File: src/rtl/sdr_burst_responder_pkg.sv
// Shared definitions for the SDR burst responder: FSM states, line size and timeout fill word.
package sdr_burst_responder_pkg;

  typedef enum logic [2:0] {
    RSP_IDLE,
    RSP_GRANT,
    RSP_FETCH,
    RSP_STREAM,
    RSP_COLLECT,
    RSP_STORE,
    RSP_DONE
  } rspState_e;

  localparam int SDR_BURST_COUNT = 4;
  localparam logic [31:0] FILL_WORD = 32'hDEAD_BEEF;

  // Address bits below a whole line: byte-in-word plus word-in-line.
  function automatic int lineOffsetBits(input int dataW, input int burst);
    return $clog2(dataW / 8) + $clog2(burst);
  endfunction

endpackage

File: src/rtl/sdr_burst_responder_if.sv
// Cache refill/writeback bus plus the single-outstanding word memory port.
interface sdr_burst_responder_if #(
  parameter int ADDR_W = 32,
  parameter int DATA_W = 32
);

  logic              MStrobe;
  logic              MRW;
  logic [ADDR_W-1:0] MAddr;
  logic [DATA_W-1:0] MDataIn;
  logic              MGrant;
  logic              mSDR_RxD;
  logic              mSDR_TxD;
  logic [DATA_W-1:0] MDataOut;
  logic              MemReq;
  logic              MemWr;
  logic [ADDR_W-1:0] MemAddr;
  logic [DATA_W-1:0] MemWData;
  logic              MemAck;
  logic [DATA_W-1:0] MemRData;
  logic              Error;

  // master: the cache and memory environment; slave: the responder itself.
  modport master (
    output MStrobe, MRW, MAddr, MDataIn, MemAck, MemRData,
    input  MGrant, mSDR_RxD, mSDR_TxD, MDataOut, MemReq, MemWr, MemAddr, MemWData, Error
  );

  modport slave (
    input  MStrobe, MRW, MAddr, MDataIn, MemAck, MemRData,
    output MGrant, mSDR_RxD, mSDR_TxD, MDataOut, MemReq, MemWr, MemAddr, MemWData, Error
  );

endinterface

File: src/rtl/sdr_burst_responder_line_buf.sv
// One cache line of storage: single write port, combinational read port.
module sdr_line_buf #(
  parameter int DEPTH  = 4,
  parameter int DATA_W = 32,
  parameter int IDX_W  = 2
) (
  input  logic              Clk,
  input  logic              we_i,
  input  logic [IDX_W-1:0]  wIdx_i,
  input  logic [DATA_W-1:0] wData_i,
  input  logic [IDX_W-1:0]  rIdx_i,
  output logic [DATA_W-1:0] rData_o
);

  logic [DATA_W-1:0] mem_q [DEPTH];

  always_ff @(posedge Clk) begin
    if (we_i) begin
      mem_q[wIdx_i] <= wData_i;
    end
  end

  assign rData_o = mem_q[rIdx_i];

endmodule

File: src/rtl/sdr_burst_responder.sv
// Memory-side responder moving one cache line between the cache bus and a word memory port.
// Optional MemAck timeout with DEADBEEF fill is enabled by defining SDR_RESP_TIMEOUT_EN.
module sdr_burst_responder
  import sdr_burst_responder_pkg::*;
#(
  parameter int ADDR_W      = 32,
  parameter int DATA_W      = 32,
  parameter int BURST_COUNT = SDR_BURST_COUNT,
  parameter int TIMEOUT     = 64
) (
  input logic                  Clk,
  input logic                  Reset,
  sdr_burst_responder_if.slave bus
);

  localparam int IDX_W = $clog2(BURST_COUNT);
  localparam int OFF_W = lineOffsetBits(DATA_W, BURST_COUNT);
  localparam int BYTES = DATA_W / 8;

  rspState_e         state_q, state_d;
  logic [ADDR_W-1:0] base_q, base_d;
  logic              isRead_q, isRead_d;
  logic [IDX_W-1:0]  idx_q, idx_d;
  logic              abort_q, abort_d;

  logic              reqPhase;
  logic              timeoutHit;
  logic              lastBeat;
  logic              rxd;
  logic              txd;
  logic              bufWe;
  logic [DATA_W-1:0] bufWData;
  logic [DATA_W-1:0] bufRData;

  assign lastBeat = (idx_q == IDX_W'(BURST_COUNT - 1));
  assign reqPhase = ((state_q == RSP_FETCH) || (state_q == RSP_STORE)) && !abort_q;

  sdr_line_buf #(
    .DEPTH  (BURST_COUNT),
    .DATA_W (DATA_W),
    .IDX_W  (IDX_W)
  ) u_lineBuf (
    .Clk     (Clk),
    .we_i    (bufWe),
    .wIdx_i  (idx_q),
    .wData_i (bufWData),
    .rIdx_i  (idx_q),
    .rData_o (bufRData)
  );

`ifdef SDR_RESP_TIMEOUT_EN
  localparam int TO_W = $clog2(TIMEOUT + 1);

  logic [TO_W-1:0] toCnt_q;
  logic            error_q;

  assign timeoutHit = reqPhase && !bus.MemAck && (toCnt_q == TO_W'(TIMEOUT - 1));

  always_ff @(posedge Clk) begin
    if (Reset) begin
      toCnt_q <= '0;
      error_q <= 1'b0;
    end else begin
      toCnt_q <= (reqPhase && !bus.MemAck) ? toCnt_q + TO_W'(1) : '0;
      if (timeoutHit) begin
        error_q <= 1'b1;
      end
    end
  end

  assign bus.Error = error_q;
`else
  logic unusedTimeout;

  assign unusedTimeout = ^TIMEOUT;
  assign timeoutHit    = 1'b0;
  assign bus.Error     = 1'b0;
`endif

  always_ff @(posedge Clk) begin
    if (Reset) begin
      state_q  <= RSP_IDLE;
      base_q   <= '0;
      isRead_q <= 1'b0;
      idx_q    <= '0;
      abort_q  <= 1'b0;
    end else begin
      state_q  <= state_d;
      base_q   <= base_d;
      isRead_q <= isRead_d;
      idx_q    <= idx_d;
      abort_q  <= abort_d;
    end
  end

  // Every phase walks idx_q over the line; the last index hands off to the next phase.
  always_comb begin
    state_d  = state_q;
    base_d   = base_q;
    isRead_d = isRead_q;
    idx_d    = idx_q;
    abort_d  = abort_q;
    rxd      = 1'b0;
    txd      = 1'b0;
    bufWe    = 1'b0;
    bufWData = bus.MemRData;

    case (state_q)
      RSP_IDLE: begin
        if (bus.MStrobe) begin
          base_d   = {bus.MAddr[ADDR_W-1:OFF_W], OFF_W'(0)};
          isRead_d = bus.MRW;
          idx_d    = '0;
          abort_d  = 1'b0;
          state_d  = RSP_GRANT;
        end
      end
      RSP_GRANT: begin
        state_d = isRead_q ? RSP_FETCH : RSP_COLLECT;
      end
      RSP_FETCH: begin
        if (abort_q || bus.MemAck) begin
          bufWe    = 1'b1;
          bufWData = abort_q ? DATA_W'(FILL_WORD) : bus.MemRData;
          idx_d    = lastBeat ? '0 : idx_q + IDX_W'(1);
          state_d  = lastBeat ? RSP_STREAM : RSP_FETCH;
        end else if (timeoutHit) begin
          abort_d = 1'b1;
        end
      end
      RSP_STREAM: begin
        rxd     = 1'b1;
        idx_d   = lastBeat ? '0 : idx_q + IDX_W'(1);
        state_d = lastBeat ? RSP_DONE : RSP_STREAM;
      end
      RSP_COLLECT: begin
        txd      = 1'b1;
        bufWe    = 1'b1;
        bufWData = bus.MDataIn;
        idx_d    = lastBeat ? '0 : idx_q + IDX_W'(1);
        state_d  = lastBeat ? RSP_STORE : RSP_COLLECT;
      end
      RSP_STORE: begin
        if (abort_q) begin
          idx_d   = '0;
          state_d = RSP_DONE;
        end else if (bus.MemAck) begin
          idx_d   = lastBeat ? '0 : idx_q + IDX_W'(1);
          state_d = lastBeat ? RSP_DONE : RSP_STORE;
        end else if (timeoutHit) begin
          abort_d = 1'b1;
        end
      end
      RSP_DONE: begin
        state_d = RSP_IDLE;
      end
      default: begin
        state_d = RSP_IDLE;
      end
    endcase
  end

  assign bus.MGrant   = (state_q != RSP_IDLE);
  assign bus.mSDR_RxD = rxd;
  assign bus.mSDR_TxD = txd;
  assign bus.MDataOut = rxd ? bufRData : '0;
  assign bus.MemReq   = reqPhase;
  assign bus.MemWr    = reqPhase && !isRead_q;
  assign bus.MemAddr  = reqPhase ? base_q + (ADDR_W'(idx_q) * ADDR_W'(BYTES)) : '0;
  assign bus.MemWData = (reqPhase && !isRead_q) ? bufRData : '0;

endmodule

File: src/flat_wrapper.sv
// flat-port wrapper written by rule: the top's interface ports become plain ports
module sdr_burst_responder_flat import sdr_burst_responder_pkg::*;
#(
  parameter int ADDR_W      = 32,
  parameter int DATA_W      = 32,
  parameter int BURST_COUNT = SDR_BURST_COUNT,
  parameter int TIMEOUT     = 64
)
  (Clk, Reset, bus_MStrobe, bus_MRW, bus_MAddr, bus_MDataIn, bus_MemAck, bus_MemRData, bus_MGrant, bus_mSDR_RxD, bus_mSDR_TxD, bus_MDataOut, bus_MemReq, bus_MemWr, bus_MemAddr, bus_MemWData, bus_Error);
  sdr_burst_responder_if #(.ADDR_W(ADDR_W), .DATA_W(DATA_W)) bus_i ();
  input logic Clk;
  input logic Reset;
  input wire logic [$bits(bus_i.MStrobe)-1:0] bus_MStrobe;
  input wire logic [$bits(bus_i.MRW)-1:0] bus_MRW;
  input wire logic [$bits(bus_i.MAddr)-1:0] bus_MAddr;
  input wire logic [$bits(bus_i.MDataIn)-1:0] bus_MDataIn;
  input wire logic [$bits(bus_i.MemAck)-1:0] bus_MemAck;
  input wire logic [$bits(bus_i.MemRData)-1:0] bus_MemRData;
  output wire logic [$bits(bus_i.MGrant)-1:0] bus_MGrant;
  output wire logic [$bits(bus_i.mSDR_RxD)-1:0] bus_mSDR_RxD;
  output wire logic [$bits(bus_i.mSDR_TxD)-1:0] bus_mSDR_TxD;
  output wire logic [$bits(bus_i.MDataOut)-1:0] bus_MDataOut;
  output wire logic [$bits(bus_i.MemReq)-1:0] bus_MemReq;
  output wire logic [$bits(bus_i.MemWr)-1:0] bus_MemWr;
  output wire logic [$bits(bus_i.MemAddr)-1:0] bus_MemAddr;
  output wire logic [$bits(bus_i.MemWData)-1:0] bus_MemWData;
  output wire logic [$bits(bus_i.Error)-1:0] bus_Error;
  assign bus_i.MStrobe = bus_MStrobe;
  assign bus_i.MRW = bus_MRW;
  assign bus_i.MAddr = bus_MAddr;
  assign bus_i.MDataIn = bus_MDataIn;
  assign bus_i.MemAck = bus_MemAck;
  assign bus_i.MemRData = bus_MemRData;
  assign bus_MGrant = bus_i.MGrant;
  assign bus_mSDR_RxD = bus_i.mSDR_RxD;
  assign bus_mSDR_TxD = bus_i.mSDR_TxD;
  assign bus_MDataOut = bus_i.MDataOut;
  assign bus_MemReq = bus_i.MemReq;
  assign bus_MemWr = bus_i.MemWr;
  assign bus_MemAddr = bus_i.MemAddr;
  assign bus_MemWData = bus_i.MemWData;
  assign bus_Error = bus_i.Error;
  sdr_burst_responder #(.ADDR_W(ADDR_W), .DATA_W(DATA_W), .BURST_COUNT(BURST_COUNT), .TIMEOUT(TIMEOUT)) u_core (.Clk(Clk), .Reset(Reset), .bus(bus_i));
endmodule
File: config.mk
export PLATFORM = sky130hd
export DESIGN_NAME = sdr_burst_responder_flat
export DESIGN_NICKNAME = d
export VERILOG_FILES = /design/src/rtl/sdr_burst_responder_pkg.sv /design/src/rtl/sdr_burst_responder_if.sv /design/src/rtl/sdr_burst_responder_line_buf.sv /design/src/rtl/sdr_burst_responder.sv /design/src/flat_wrapper.sv
export SDC_FILE = /design/constraint.sdc
export NUM_CORES = 1
export LEC_CHECK = 0
export BUFFER_PORTS_ARGS = -buffer_cell sky130_fd_sc_hd__buf_2
export CAP_MARGIN = 20
export CORE_ASPECT_RATIO = 1.5
export CORE_MARGIN = 5
export CORE_UTILIZATION = 52
export DETAILED_ROUTE_END_ITERATION = 10
export PLACE_DENSITY_LB_ADDON = 0.2
export SLEW_MARGIN = 5
export SYNTH_ARGS = -nofsm -noshare
export SYNTH_HDL_FRONTEND = slang
export SYNTH_HIERARCHICAL = 1
export SYNTH_SLANG_ARGS = --single-unit
File: constraint.sdc
create_clock -name Clk -period 5.4 [get_ports Clk]
set_input_delay 1.08 -clock Clk [delete_from_list [all_inputs] [get_ports Clk]]
set_output_delay 1.08 -clock Clk [all_outputs]
set_load 0.01 [all_outputs]
# Yosys cells after proc, flatten, opt, wreduce, memory -nomap -nowiden
# Memories as Yosys holds them, arrays and structs flattened. A register that Yosys moved wholly into a read port is not among the register bits.
# Index checks and enable logic that the tools add are counted.
[totals]
reg_bits = 35
mem_bits_rw = 128
in_bits = 101
output_inout_bits = 102
wordCells = 65
mem_count = 1
[mem_list]
columns = ["name", "words", "word_bits", "rd", "rd_ports_with_merged_regs", "wr", "line_no", "text"]
rows = [
  ["u_core.u_lineBuf.mem_q", 4, 32, 1, 1, 1, "sdr_burst_responder_line_buf.sv:15", "logic [DATA_W-1:0] mem_q [DEPTH];"],
]
[classes]
add_sub_neg = 2
eq_ne = 9
n_mux = 33
n_reduce_logical = 15
[ops]
columns = ["op", "n"]
rows = [
  ["$mux 32", 5],
  ["$pmux 32 s2", 1],
  ["$add 32x4->32", 1],
  ["$mux 3", 6],
  ["$pmux 3 s6", 1],
  ["$mux 2", 8],
  ["$mux 1", 9],
  ["$pmux 2 s4", 1],
  ["$eq 3x2->1 const B", 2],
  ["$eq 3x3->1 const B", 2],
  ["$ne 2x2->1 const B", 2],
  ["$pmux 1 s2", 2],
  ["$reduce_and 2->1", 2],
  ["$reduce_and 4->1", 1],
  ["$reduce_bool 4->1", 1],
  ["$eq 3x1->1 const B", 1],
  ["$logic_not 3->1", 1],
  ["$ne 3x2->1 const B", 1],
  ["$reduce_and 3->1", 1],
  ["$reduce_bool 3->1", 1],
  ["$add 2x1->2 const B", 1],
  ["$eq 2x2->1 const B", 1],
  ["$logic_and 1x1->1", 2],
  ["$logic_not 1->1", 2],
  ["other kinds (3)", 4],
]

# Logic depth before layout (Yosys ltp)
[logic_depth]
ltp_word = 7
depth_mapped = 7
ltp_nobuf = 5

# Modules after synthesis
# The synthesis kept the hierarchy.
[modules_own_cells]
columns = ["module", "n_inst", "cells_each", "area_per_inst_um2", "seq_area_each_um2"]
rows = [
  ["sdr_line_buf", 1, 171, 4689.5, 3843.7],
  ["sdr_burst_responder", 1, 325, 2529.9, 680.7],
]

# Worst setup path after synthesis
# OpenSTA, ideal clock, no wires.
[synth_timing]
path_type = "input to register"
startpoint = "in bus_MemAck"
endpoint = "mem u_core.u_lineBuf.mem_q[0][0], enable pin"
setup_time_ns = 0.468
t_arrival_ns = 3.739
t_required_ns = 4.932
setup_slack_ns = 1.194
cell_stages = 3
path_buffers = 0
path_cell_list = "nand2_1 -> a21oi_1 -> nor3b_1"
[synth_via]
elab_chain_cells = 5
[synth_lines]
columns = ["item", "line_no", "text"]
rows = [
  ["from (decl)", "flat_wrapper.sv:17", "input wire logic [$bits(bus_i.MemAck)-1:0] bus_MemAck;"],
  ["$logic_or 1x1->1", "sdr_burst_responder.sv:122", "if (abort_q || bus.MemAck) begin"],
  ["$mux 1", "sdr_burst_responder.sv:122", ""],
  ["$pmux 1 s2", "sdr_burst_responder.sv:108", "case (state_q)"],
  ["named net u_core.bufWe", "sdr_burst_responder.sv:31", "logic bufWe;"],
  ["$mux 1", "sdr_burst_responder_line_buf.sv:18", "if (we_i) begin"],
  ["$mux 1 (implied by the code)", "sdr_burst_responder_line_buf.sv:19", "mem_q[wIdx_i] <= wData_i;"],
  ["to (decl)", "sdr_burst_responder_line_buf.sv:15", ""],
]
# The timed path passes the listed nets, and every way through them passes these cells.

==> flow_summary.ini <==
[pwr]
max-vdd-ir-drop_mv = 0.2123
p_leak_nw = 3.700
p_total_w = 0.003042
power_density_mw_per_mm2 = 347.4

[run]
maxCapViolCount = 0

[sta]
fin_crit_ns = 3.643
finalHoldViolCount = 0
rsz0062_at_grt = false
slew_headroom_pct = 31.22
tightest_slew_ns = 1.032
period_share_pct = 67.47
fmax_ghz = 0.2745
finalMaxSlewViolations = 0
finalSetupTns_ns = 0
setup_viol = 0
finClkSkew_ns = 0.009384

[setup_path]
required_ns = 4.32
critical_path_class = reg2out
crit_path_max_fanout = 25
start_kind = flip-flop
worstPathArrival_ns = 2.56
end_kind = output pin

[routing]
detail-route-antenna-nets = 0
vias = 4720
drcViolationCount = 0
drt-pass1-iter-count = 4
routed_wl_microns = 15910
viasPerCell = 5.540
dr.first_iter.drc_count = 193
route.detailed.wl_per_inst_microns = 18.67

[clock_tree]
htree_levels = 4
hold_buffers = 0
cts_tree = yes
clkTransAtPathRegs_ns = 0.06
numCtsBuffers = 17
postCtsSetupBuffers = 0
clock_path_buffers = 2
cts_root_buf = clkbuf_16
worstSkewPairLatency_ns = 0.41
cts-resized-gates = 0
clock_sinks = 162

[synthesis]
synth_cell_type_count = 35
synth_area_sq_mm = 0.007219
avgSynthCellArea_sq_um = 14.56
synth_seq_cells = 162
seq_area_frac_synth_pct = 62.67
yosysWarnings = 6
syn_inst = 496

[cells_and_area]
areaGrowthSynthToFinish_pct = 21.30
regArea_sq_mm = 0.004528
final_nets = 779
fillCellCount = 1032
multi_input_area_sq_mm = 0.002405
drive_above_1_share_pct = 44.20
diodes = 0

[die]
initial_core_util_pct = 53.09
die_w_microns = 106.2
die_h_microns = 154.3
core-area_sq_mm = 0.01360
die-area_sq_mm = 0.01639
io_pins = 203
rows = 52

[global_routing]
grt_max_degree = 45
grt_pass1_vias = 4863
grt_antenna_before_repair = 0
grt_usage_pct = 19.74
grt.overflow.total = 0
grt_pass1_wl_microns = 25240

[place]
place.gp.congestion = 0.7531
port_buffers = 195
hpwlAfterDp_microns = 10440

[run_status]
status = finished, final reports clean

[min_path]
holdCritPathClass = reg2reg
==> report_power, final <==
| group | leakage [nW] | switching [W] | internal [W] | total, W |
|---|---|---|---|---|
| clock | 0.258 | 0.000485 | 0.000642 | 0.00113 |
| combinational | 2.01 | 0.000219 | 0.000199 | 0.000418 |
| sequential | 1.44 | 0.0000593 | 0.00144 | 0.00150 |
| total | 3.70 | 0.000763 | 0.00228 | 0.00304 |
==> metrics by stage <==
stage          util, %  hold slack [ns]  setup slack [ns]  area, sq um  cells
4_1_cts          64.20           0.4522             1.260         8730    851
3_3_place_gp     60.07           0.4382             1.840         8168    819
3_5_place_dp     60.07           0.4437             1.709         8168    819
2_1_floorplan        -           0.4317             1.194         7227    498
5_1_grt          64.40           0.4695             1.478         8757    852
6_report         64.40           0.4486             1.757         8757    852
==> sequential cells by signal, indices dropped and copies added (netlist names) <==
register                cells
u_core/u_lineBuf/mem_q    128
u_core/base_q              28
u_core/state_q              3
u_core/idx_q                2
u_core/isRead_q             1
==> critical path, cell delays in order, from the launching register on <==
cell	delay (ns)
dfxtp_2	0.81
buf_4	0.44
mux4_2	0.58
and3_1	0.18
buf_2	0.14
==> final cells by class <==
type	count	share of cell area (%)
Tap cell	162	2.315
Sequential cell	162	51.71
Clock buffer	19	4.944
Multi-Input combinational cell	291	27.46
Timing Repair Buffer	202	11.97
Inverter	3	0.1286
Clock inverter	13	1.472
==> path summary, 6_finish.rpt <==
kind         slack [ns]               from                       endpoint  depth (start not counted)
min                0.45  u_core/base_q[24]              u_core/base_q[24]                          2
max                1.76    u_core/idx_q[0]               bus_MemWData[21]                          4
min reg2reg        0.45  u_core/base_q[24]              u_core/base_q[24]                          2
max reg2reg        2.50  u_core/state_q[1]  u_core/u_lineBuf/mem_q[1][22]                          4
==> per-layer routing <==
metal / GRT usage [%] / vias to the layer above / wire length (microns)
met3: 3.711 / 6 / 841
met5: 0 / - / 0
met4: 6.296 / 0 / 149
li1: - / 2204 / -
met2: 34.09 / 169 / 8314
met1: 25.18 / 2341 / 6605
==> placed cells by master (no fill, tap or decap), types with 10 or more instances in the layout <==
cell | netlist | routed
nand2_1 | 63 | 63
buf_2 | 11 | 195
mux4_2 | 30 | 30
and2_1 | 34 | 34
mux2_2 | 21 | 21
dfxtp_1 | 34 | 31
clkbuf_16 | 0 | 17
a21oi_1 | 33 | 33
and3_1 | 65 | 64
mux2_4 | 10 | 10
edfxtp_1 | 128 | 128
==> cell usage after synthesis <==
library cell,count,area share (%)
mux4_2,30,9.4
nor3b_4,1,0.26
nand2b_1,1,0.087
buf_6,8,1.2
ha_1,1,0.17
buf_4,4,0.42
and3_1,65,5.6
edfxtp_1,128,53
a32o_1,2,0.28
o221ai_1,1,0.12
o22a_1,1,0.12
nand2b_4,1,0.19
mux2_2,21,3.3
and3b_1,2,0.24
mux2_4,10,2.1
mux4_1,2,0.73
nor2b_1,3,0.26
dfxtp_1,34,9.4
nor3_4,1,0.23
o22ai_1,2,0.17
buf_12,3,0.83
o2bb2ai_1,1,0.12
clkbuf_2,2,0.14
mux2_1,1,0.16
conb_1,1,0.052
buf_2,11,0.76
nor2_1,6,0.31
nand2_1,63,3.3
o21ai_0,4,0.28
nor3b_1,1,0.10
inv_1,3,0.16
and2_1,34,2.9
a21oi_1,33,2.3
mux2i_4,1,0.31
clkbuf_1,14,0.73
==> cells by family (layout without fill, tap and decap cells) <==
group | after synthesis | in the layout | share of synthesized area (%)
AOI/OAI and AO/OA | 44 | 44 | 3.380
other | 1 | 3 | 0.05194
buffers and inverters | 45 | 237 | 4.281
and+or+nand+nor | 178 | 178 | 13.54
DFF | 162 | 162 | 62.67
muxes | 65 | 65 | 15.91
adders and majority gates | 1 | 1 | 0.1733
No activity file was read; power rests on OpenSTA's default activity.
